[config.mk]
export PLATFORM = sky130hd
export DESIGN_NAME = pulse_decoder
export DESIGN_NICKNAME = d
export VERILOG_FILES = /design/src/rtl/pulse_decoder.sv
export SDC_FILE = /design/constraint.sdc
export NUM_CORES = 1
export LEC_CHECK = 0
export ABC_AREA = 1
export BUFFER_PORTS_ARGS = -buffer_cell sky130_fd_sc_hd__buf_2
export CORE_UTILIZATION = 25
export DETAILED_ROUTE_END_ITERATION = 12
export PLACE_DENSITY_LB_ADDON = 0.1
export SLEW_MARGIN = 20
export SYNTH_ARGS = -nofsm -noshare
export SYNTH_HDL_FRONTEND = slang
export SYNTH_SLANG_ARGS = --single-unit
[constraint.sdc]
create_clock -name clk_in -period 4.18 [get_ports clk_in]
set_input_delay 0.418 -clock clk_in [delete_from_list [all_inputs] [get_ports clk_in]]
set_output_delay 0.418 -clock clk_in [all_outputs]
set_load 0.02 [all_outputs]
[src/rtl/pulse_decoder.sv]
// Pulse-width decoder: synchronises and glitch-filters sgn_in, measures high pulses and low gaps,
// and decodes bits, minute markers and frame alignment.
module pulse_decoder #(
  parameter int unsigned CNT_W       = 16,
  parameter int unsigned FILT        = 4,
  parameter int unsigned T_MIN       = 50,
  parameter int unsigned T_SPLIT     = 850,
  parameter int unsigned T_MAX       = 1500,
  parameter int unsigned T_GAP       = 2500,
  parameter bit          LONG_IS_ONE = 1'b0
) (
  input  logic       clk_in,
  input  logic       GSR,
  input  logic       sgn_in,
  output logic       bit_out,
  output logic       flag_out,
  output logic       err_out,
  output logic       min_out,
  output logic [5:0] idx_out,
  output logic       sync_out
);

  localparam int unsigned FW = (FILT > 1) ? $clog2(FILT) : 1;
  localparam logic [CNT_W-1:0] TMIN_C   = CNT_W'(T_MIN);
  localparam logic [CNT_W-1:0] TSPLIT_C = CNT_W'(T_SPLIT);
  localparam logic [CNT_W-1:0] TMAX_C   = CNT_W'(T_MAX);
  localparam logic [CNT_W-1:0] TGAP_C   = CNT_W'(T_GAP);
  localparam logic [5:0]       IDX_LAST = 6'd59;

  typedef enum logic {HUNT = 1'b0, LOCK = 1'b1} state_t;

  state_t           state_q, state_d;
  logic             sync1_q, sync2_q;
  logic             filt_q, filt_d, filt_prev_q;
  logic [FW-1:0]    fcnt_q, fcnt_d;
  logic [CNT_W-1:0] hcnt_q, hcnt_d, lcnt_q, lcnt_d;
  logic             bit_q, bit_d, flag_q, flag_d, err_q, err_d, min_q, min_d;
  logic [5:0]       idx_q, idx_d;
  logic             rise, fall, legal;

  assign rise  = filt_q & ~filt_prev_q;
  assign fall  = ~filt_q & filt_prev_q;
  assign legal = (hcnt_q >= TMIN_C) && (hcnt_q <= TMAX_C);

  always_comb begin
    filt_d = filt_q;
    fcnt_d = '0;
    // Count consecutive synchronised samples that disagree with the filtered level.
    if (sync2_q != filt_q) begin
      if (fcnt_q == FW'(FILT - 1)) begin
        filt_d = sync2_q;
      end else begin
        fcnt_d = fcnt_q + 1'b1;
      end
    end
  end

  always_comb begin
    hcnt_d = hcnt_q;
    lcnt_d = lcnt_q;
    if (fall) begin
      hcnt_d = '0;
    end else if (filt_q && (hcnt_q != '1)) begin
      hcnt_d = hcnt_q + 1'b1;
    end
    if (rise) begin
      lcnt_d = '0;
    end else if (!filt_q && (lcnt_q != '1)) begin
      lcnt_d = lcnt_q + 1'b1;
    end
  end

  always_comb begin
    state_d = state_q;
    bit_d   = bit_q;
    idx_d   = idx_q;
    flag_d  = 1'b0;
    err_d   = 1'b0;
    min_d   = 1'b0;
    if (fall) begin
      if (legal && (idx_q != IDX_LAST)) begin
        flag_d = 1'b1;
        bit_d  = (hcnt_q > TSPLIT_C) ? LONG_IS_ONE : ~LONG_IS_ONE;
        idx_d  = idx_q + 6'd1;
      end else begin
        err_d   = 1'b1;
        state_d = HUNT;
      end
    end
    if (rise && (lcnt_q > TGAP_C)) begin
      min_d   = 1'b1;
      idx_d   = '0;
      state_d = LOCK;
    end
  end

  always_ff @(posedge clk_in) begin
    if (GSR) begin
      state_q     <= HUNT;
      sync1_q     <= 1'b0;
      sync2_q     <= 1'b0;
      filt_q      <= 1'b0;
      filt_prev_q <= 1'b0;
      fcnt_q      <= '0;
      hcnt_q      <= '0;
      lcnt_q      <= '0;
      bit_q       <= 1'b0;
      flag_q      <= 1'b0;
      err_q       <= 1'b0;
      min_q       <= 1'b0;
      idx_q       <= '0;
    end else begin
      state_q     <= state_d;
      sync1_q     <= sgn_in;
      sync2_q     <= sync1_q;
      filt_q      <= filt_d;
      filt_prev_q <= filt_q;
      fcnt_q      <= fcnt_d;
      hcnt_q      <= hcnt_d;
      lcnt_q      <= lcnt_d;
      bit_q       <= bit_d;
      flag_q      <= flag_d;
      err_q       <= err_d;
      min_q       <= min_d;
      idx_q       <= idx_d;
    end
  end

  assign bit_out  = bit_q;
  assign flag_out = flag_q;
  assign err_out  = err_q;
  assign min_out  = min_q;
  assign idx_out  = idx_q;
  assign sync_out = (state_q == LOCK);

endmodule

== Word-level counts from Yosys, hierarchy flattened ==
Index checks and enable logic that the tools add are counted.
Cells by class
  add/subtract/negate cells: 4
  magnitude comparators: 4
  eq/ne operators: 6
  mux-type cells: 7
  bitwise logic cells: 6
  reductions and logical operators: 15
Operator list (number)
  adder 16 x 1 -> 16 bit, second input constant: 2
  inequality test 16 bit, second input constant: 2
  >= comparator 16 x 6 -> 1 bit, second input constant: 1
  greater-than comparator 16 x 10 -> 1 bit, second input constant: 1
  greater-than comparator 16 x 12 -> 1 bit, second input constant: 1
  <= comparator 16 x 11 -> 1 bit, second input constant: 1
  OR reduction 2 bit: 4
  two-way mux 1 bit: 7
  adder 6 x 1 -> 6 bit, second input constant: 1
  inequality test 6 bit, second input constant: 1
  AND reduction 2 bit: 3
  logical AND 1 bit: 5
  NOT 1 bit: 4
  OR reduction 3 bit: 1
  adder 2 x 1 -> 2 bit, second input constant: 1
  AND 1 bit: 2
  equality test 2 bit, second input constant: 1
  inequality test 2 x 1 -> 1 bit, second input constant: 1
  nonzero test 2 bit: 1
  zero test 1 bit: 1
  inequality test 1 bit: 1
Storage, ports and cells
  flip-flop bits (word level): 49
  input port bits: 3

== Longest topological paths before layout ==
Gate-level depths: netlist (run 1).
  word-level depth: 6
  mapped depth: 12
  depth with buffers taken out: 12

== Worst setup path after synthesis (run 1) ==
No wires, ideal clock.
  kind: register -> register
  start point: register hcnt_q[0]
  end point: register hcnt_q[0]
  library setup time: 118 ps
  arrival time: 1478 ps
  required time: 4062 ps
  slack: 2584 ps
  stages on the path, launching flop included: 12
  path buffers: 1
  clock period less this slack: 1596 ps
  path through: dfxtp_1 ha_1 nand3_2 nor2_4 nand2_2 nor2_2 nand2_2 nand2_4 inv_4 buf_6 nand2_1 a21oi_2
On the way
  longest elaborated chain between the ends: 2
RTL lines
  start, declared: RTL line 36  | logic [CNT_W-1:0] hcnt_q, hcnt_d, lcnt_q, lcnt_d;
  start signal, assigned: RTL line 119  | hcnt_q <= hcnt_d;
  parallel branches: the longest is 2 deep, another holds adder 16 x 1 -> 16 bit
Parallel ways; which one is timed is not known.
A chain may end at the register's enable or synchronous reset.

== Worst setup path in the final report (run 1) ==
  start point: register hcnt_q[0]
  end point: register hcnt_q[13]
The elaborated chain is that of the path after synthesis.

==> results.toml, run 1 <==
[drt]
drtAntennaViolNets = 0
dr_total_vias = 2457
first_iter_violations = 87
firstDrtPassIters = 4
drc = 0
drt-vias-per-instance = 4.419
routedWlPerCell_um = 11.61
routed_wl_mm = 6.455

[critical_path]
startpoint = "hcnt_q[0]"
endpoint = "hcnt_q[13]"
endpoint_kind = "flip-flop"
worst_ep_required_time_ns = 4.40
worst-setup-path-type = "flip-flop to flip-flop"
r2r_end = "hcnt_q[13]"
reg2regPathDepth = 12
worstPathArrival_ns = 2.09
rr_startpoint = "hcnt_q[0]"
worstSetupStartpointType = "flip-flop"
max_stage_delay_ns = 0.44
critPathMostFrequentCell = "nand2_1"
path_cells = "ha_1, nand3_2, nor2_4, nand2_2, nor2_2, nand2_2, nand2_4, inv_4, nand2_1, nand2_1, nand2_1, nor2_1"
critPathSlowestCell = "dfxtp_1"
crit_fanout = 18
reg2reg_slack_ns = 2.30

[floorplanning]
die_w_um = 106.9
start_util_pct = 26.19
io_pins = 14
rows = 37
die_h_um = 106.9
core_sq_um = 10510
dieArea_sq_um = 11430

[synth]
seq_area_frac_synth_pct = 35.64
syn-cell-area_sq_um = 2753
synth_cells = 410
syn_nets = 419
ys_ff_latch = 49
ys_types = 32
synth_warnings = 0
syn_area_per_cell_sq_um = 6.714

[global_route]
grt_pass1_wl_mm = 11.05
grt.overflow.total = 0
grt_pass1_vias = 2371
grt_usage_pct = 12.21
grt_max_degree = 19
antenna_found_initial = 0

[cells_and_area]
multi_input_area_sq_um = 1529
antenna_cells = 0
seq_area_sq_um = 980.9
fin_util_pct = 28.68
nFillCells = 1171
syn2layout_area_growth_pct = 9.500
finalNetCount = 428
drive_above_1_share_pct = 9.524

[job]
drv_cap = 0

[hold_path]
min_from = "sgn_in"
hold_path_class = "primary input to flip-flop"

[power_and_ir_drop]
pwr_density_cell_nw_per_um2 = 269.3
power_mw = 0.8116
internal-power_mw = 0.6265
switching_power_mw = 0.1852
p_leak_nw = 1.151
clockPowerShare_pct = 39.1
pwr-share-comb_pct = 2.6
swShare_pct = 22.81
vdd_drop_max_mv = 0.08958
p_seq_share_pct = 58.3

[sta]
hold_viol = 0
tightest_slew_ns = 0.6304
maxSlewViolCount = 0
tns_ns = 0
fin_crit_sh_pct = 44.89
setup_violations = 0
whs_ns = 0.3062
relSlewSlack_pct = 57.82
fin_crit_ns = 1.876
fin_skew_ns = 0.008470
rsz0062_at_grt = "no"
max_freq_mhz = 532.9
fin_ws_ns = 2.304

[clock_tree]
cts_tree = "yes"
path_clk_slew_ns = 0.10
worst_skew_pair.late_latency_ns = 0.31
cts.repair.resized = 0
hold_buffers = 0
cts.sinks = 49
post_cts_buffers = 0
cts_inserted_buffers = 5
clockRootBuffer = "clkbuf_8"
htree_levels = 2
cts.path.max_buffers = 2

[placement]
dpl_worst_slack_ns = 2.300
portBuffers = 13
dp.final_hpwl_mm = 4.681
gp_congestion = 0.7697

[status]
status = "finished, final reports clean"
[power by group through the flow]
stage	clock, mW	combinational (mW)	sequential [mW]
6_report	0.317	0.0213	0.473
5_1_grt	0.358	0.0249	0.474
4_1_cts	0.337	0.0222	0.473
3_5_place_dp	0	0.0221	0.484
3_3_place_gp	0	0.0221	0.484
2_1_floorplan	0	0.0156	0.483
[routing by layer]
layer / global-route usage [%] / vias to the layer above / wire length, um
met5: 0 / - / 0
met4: 3.816 / 0 / 75
met3: 2.553 / 6 / 202
met2: 21.29 / 36 / 3027
met1: 14.94 / 1087 / 3150
li1: - / 1328 / -
[critical path, delay by kind of cell (launching register included)]
family / cells / cell delay (ns)
adder cells (fa/ha/maj): 1 / 0.23
buffers and inverters: 1 / 0.12
flip-flops: 1 / 0.44
AND/OR/NAND/NOR: 10 / 0.98
[cell type report]
| cell class | count | share of cell area, % |
|---|---|---|
| multi-input combinational | 306 | 50.73 |
| clock inverter | 1 | 0.1660 |
| timing repair buffer | 13 | 2.159 |
| inverter | 44 | 5.562 |
| clock buffer | 7 | 3.196 |
| tap | 136 | 5.645 |
| sequential | 49 | 32.54 |
[sequential cells by signal, indices dropped and copies added (netlist names)]
register / flops
bit_out: 1
err_out: 1
fcnt_q: 2
filt_prev_q: 1
filt_q: 1
flag_out: 1
hcnt_q: 16
idx_out: 6
lcnt_q: 16
min_out: 1
sync1_q: 1
sync2_q: 1
sync_out: 1
[cells in the final DEF, fill, tap and decap left out]
cell type | Yosys | layout
a211oi_1 | 1 | 1
nor3_1 | 9 | 9
nor2_4 | 1 | 1
nand3_1 | 26 | 26
nand2_1 | 112 | 112
nand2_2 | 4 | 4
buf_2 | 6 | 13
clkinv_1 | 1 | 1
clkinv_2 | 0 | 1
inv_1 | 42 | 42
nor4_1 | 1 | 1
o211ai_1 | 1 | 1
nor3b_1 | 1 | 1
xnor2_1 | 5 | 5
a21oi_2 | 3 | 3
dfxtp_1 | 49 | 49
or2_2 | 1 | 1
o21ai_0 | 8 | 8
nand4_1 | 16 | 16
nand3b_1 | 2 | 2
nand3_2 | 2 | 2
and3_1 | 1 | 1
nor2_1 | 52 | 52
clkbuf_8 | 0 | 7
nor2_2 | 6 | 6
ha_1 | 6 | 6
inv_4 | 1 | 1
nand2_4 | 1 | 1
xor2_1 | 15 | 15
a21oi_1 | 32 | 32
[per-stage QoR]
step | cell area (sq um) | std cells
3_5_place_dp | 2913 | 548
5_1_grt | 3014 | 556
3_3_place_gp | 2913 | 548
2_1_floorplan | 2753 | 410
6_report | 3014 | 556
4_1_cts | 3014 | 556
[logic make-up (layout without fill, tap and decap cells)]
family	Yosys count	after routing	share of synthesized area [%]
AOI/OAI and AO/OA	45	45	8.773
and+or+nand+nor	235	235	37.68
adders and majority gates	6	6	2.727
DFF	49	49	35.64
buffers and inverters	55	65	8.818
xor gates and xnor gates	20	20	6.364
[cell usage after synthesis]
cell type | instances | share of area [%]
buf_2 | 6 | 1.1
inv_4 | 1 | 0.23
clkbuf_1 | 1 | 0.14
nand3b_1 | 2 | 0.55
o21ai_0 | 8 | 1.5
or2_2 | 1 | 0.23
nor3b_1 | 1 | 0.27
nand2_4 | 1 | 0.41
xor2_1 | 15 | 4.8
a211oi_1 | 1 | 0.27
ha_1 | 6 | 2.7
nand3_1 | 26 | 4.7
buf_4 | 2 | 0.55
nand3_2 | 2 | 0.73
o211ai_1 | 1 | 0.27
inv_1 | 42 | 5.7
nor2_2 | 6 | 1.4
nand2_1 | 112 | 15
clkinv_1 | 1 | 0.14
nand2_2 | 4 | 0.91
nor2_4 | 1 | 0.41
nor2_1 | 52 | 7.1
a21oi_2 | 3 | 0.95
dfxtp_1 | 49 | 36
nand4_1 | 16 | 3.6
buf_6 | 1 | 0.41
nor4_1 | 1 | 0.23
nor3_1 | 9 | 1.6
and3_1 | 1 | 0.23
buf_8 | 1 | 0.55
xnor2_1 | 5 | 1.6
a21oi_1 | 32 | 5.8
[worst min-delay path by stage]
stage	to	slack [ns]	cells past startpoint
floorplan	sync2_q	0.39	2
global placement	sync2_q	0.40	2
detailed placement	sync2_q	0.41	2
CTS	sync1_q	0.29	3
global route	sync1_q	0.30	3
finish	sync1_q	0.31	3
(Power assumes the default switching activity.)
==> inputs of run 2 (changes only) <==
Clock period 4.18 ns to 1.5 ns, I/O delays scaled along.
==> run 2 against run 1 <==
- die area unchanged
- final area up 32%
- sequential cell count unchanged
- sequential power rose to 2.8 times the previous value
- final cell count up 12%
- wire length up 18%
- clock skew up 0.0088 ns
- power rose to 3.0 times the previous value
- sequential share of layout area down 6.8 points
- non-clock buffer count up 69
- maximum frequency up 27%
- largest cell class unchanged
==> results.toml, run 2 (synthesis gave the netlist of run 1 again) <==
[status]
status = "finished, final reports clean"

[placement]
place_area_sq_um = 3431
portBuffers = 13
gp_congestion = 0.8132
dp.final_hpwl_mm = 5.424
dpl_worst_slack_ns = -0.06063

[cells_and_area]
syn2layout_area_growth_pct = 44.00
nFillCells = 1113
fin_util_pct = 37.72
antenna_cells = 0
seq_area_sq_um = 1020
mostFrequentLayoutCells = "nand2_1 (95), buf_4 (57), nor2_1 (44), inv_1 (37), dfxtp_1 (30)"
multi_input_area_sq_um = 1833
final_common_cell = "nand2_1"
design_area_sq_um = 3964
drive_above_1_share_pct = 38.85
finalNetCount = 497

[sta]
tns_ns = 0
hold_viol = 0
fin_ws_ns = 0.01895
maxSlewViolCount = 0
relSlewSlack_pct = 75.72
max_freq_mhz = 675.2
rsz0062_at_grt = "yes"
tightest_slew_ns = 0.3629
fin_crit_ns = 1.481
fin_crit_sh_pct = 98.74
setup_violations = 0
fin_skew_ns = 0.01729

[critical_path]
reg2regPathDepth = 10
worst-setup-path-type = "flip-flop to flip-flop"
reg2reg_slack_ns = 0.02
endpoint_kind = "flip-flop"
worst_ep_required_time_ns = 1.74
crit_fanout = 8
r2r_end = "hcnt_q[0]"
rr_startpoint = "hcnt_q[1]"
worstSetupStartpointType = "flip-flop"
worstPathArrival_ns = 1.72

[clock_tree]
cts_tree = "yes"
htree_levels = 2
cts.path.max_buffers = 2
clockRootBuffer = "clkbuf_8"
cts_inserted_buffers = 5
path_clk_slew_ns = 0.09
cts.sinks = 49
worst_skew_pair.late_latency_ns = 0.31

[floorplanning]
dieArea_sq_um = 11430
io_pins = 14
start_util_pct = 26.19
die_w_um = 106.9
rows = 37
core_sq_um = 10510
die_h_um = 106.9

[hold_path]
hold_path_class = "primary input to flip-flop"
hold_end = "sync1_q"
hold_path_depth = 3
min_from = "sgn_in"

[global_route]
grt_max_degree = 19
grt.overflow.total = 0
antenna_found_initial = 0
grt_usage_pct = 13.77
grt_pass1_wl_mm = 12.45
grt_pass1_vias = 2627

[drt]
routedWlPerCell_um = 12.15
dr_total_vias = 2791
drc = 0
drtAntennaViolNets = 0
drt-vias-per-instance = 4.466
first_iter_violations = 127
routed_wl_mm = 7.591
firstDrtPassIters = 4

[power_and_ir_drop]
internal-power_mw = 1.901
swShare_pct = 22.74
p_seq_share_pct = 53.4
switching_power_mw = 0.5597
p_leak_nw = 1.577
vdd_drop_max_mv = 0.3637
clockPowerShare_pct = 41.6
pwr-share-comb_pct = 5.0
pwr_density_cell_nw_per_um2 = 620.9

[job]
drv_cap = 0
-- run 2: cell count changes in the layout (fill, tap and decap cells not counted), moves of 6 or more --
cell and delta:
buf_6 +10, nor2_1 -8, nand2_1 -17, buf_4 +57
dfxtp_1 -19, nand3_1 -7, a21oi_1 -12, dfxtp_2 +13
dfxtp_4 +6, nand2_2 +13, a21oi_2 +11
-- run 2: worst max-delay path by stage --
stage                     startpoint    endpoint  slack [ns]  cells after the start
after floorplan            hcnt_q[1]   hcnt_q[0]        0.02                     11
after global placement     lcnt_q[1]   lcnt_q[1]       -0.07                     10
after detailed placement   lcnt_q[1]   lcnt_q[3]       -0.06                     11
after CTS                  hcnt_q[1]   hcnt_q[0]       -0.02                     10
after global routing       hcnt_q[1]  hcnt_q[12]       -0.11                     10
final                      hcnt_q[1]   hcnt_q[0]        0.02                     10
-- run 2: area by class of cell --
class | count | share of cell area, %
tap | 136 | 4.293
multi-input combinational | 306 | 46.24
clock inverter | 2 | 0.9470
sequential | 49 | 25.73
inverter | 44 | 4.419
clock buffer | 6 | 2.083
timing repair buffer | 82 | 16.29
-- run 2: metrics by stage --
| step | hold slack, ns | power, mW | std cells |
|---|---|---|---|
| after floorplan | 0.2570 | 1.387 | 410 |
| after global placement | 0.3482 | 1.430 | 611 |
| after detailed placement | 0.3568 | 1.430 | 611 |
| after CTS | 0.02938 | 2.486 | 624 |
| after global routing | 0.03346 | 2.568 | 625 |
| final | 0.04303 | 2.461 | 625 |
-- run 2: power by group through the flow --
stage	Sequential [mW]	Clock (mW)	Combinational, mW
final	1.31	1.02	0.123
after global routing	1.32	1.12	0.134
after CTS	1.32	1.08	0.0917
after detailed placement	1.34	0	0.0874
after global placement	1.34	0	0.0871
after floorplan	1.34	0	0.0436
-- run 2: worst max-delay path, stage by stage, from the launching register on --
cell and delay (ns):
dfxtp_4 0.38, ha_4 0.15, nand3_4 0.08, nor2_4 0.12
nand2_2 0.08, nor2_4 0.10, nand2_2 0.07, nand2_4 0.09
buf_6 0.15, nand2_1 0.07, a21oi_2 0.12
-- run 2: timing repair --
action,4_1_cts,5_1_grt
endpoints found under the setup margin,29,43
pin swaps,5,36
gates resized for setup,19,95
hold endpoints to repair,0,0
buffers inserted,4,3
hold buffers,0,0
cloned,1,0
-- run 2: routing by layer --
metal	track usage [%]	share of wire, %
met5	0	0
met4	3.718	1.1
met3	2.614	2.0
met2	23.00	49
met1	18.06	48
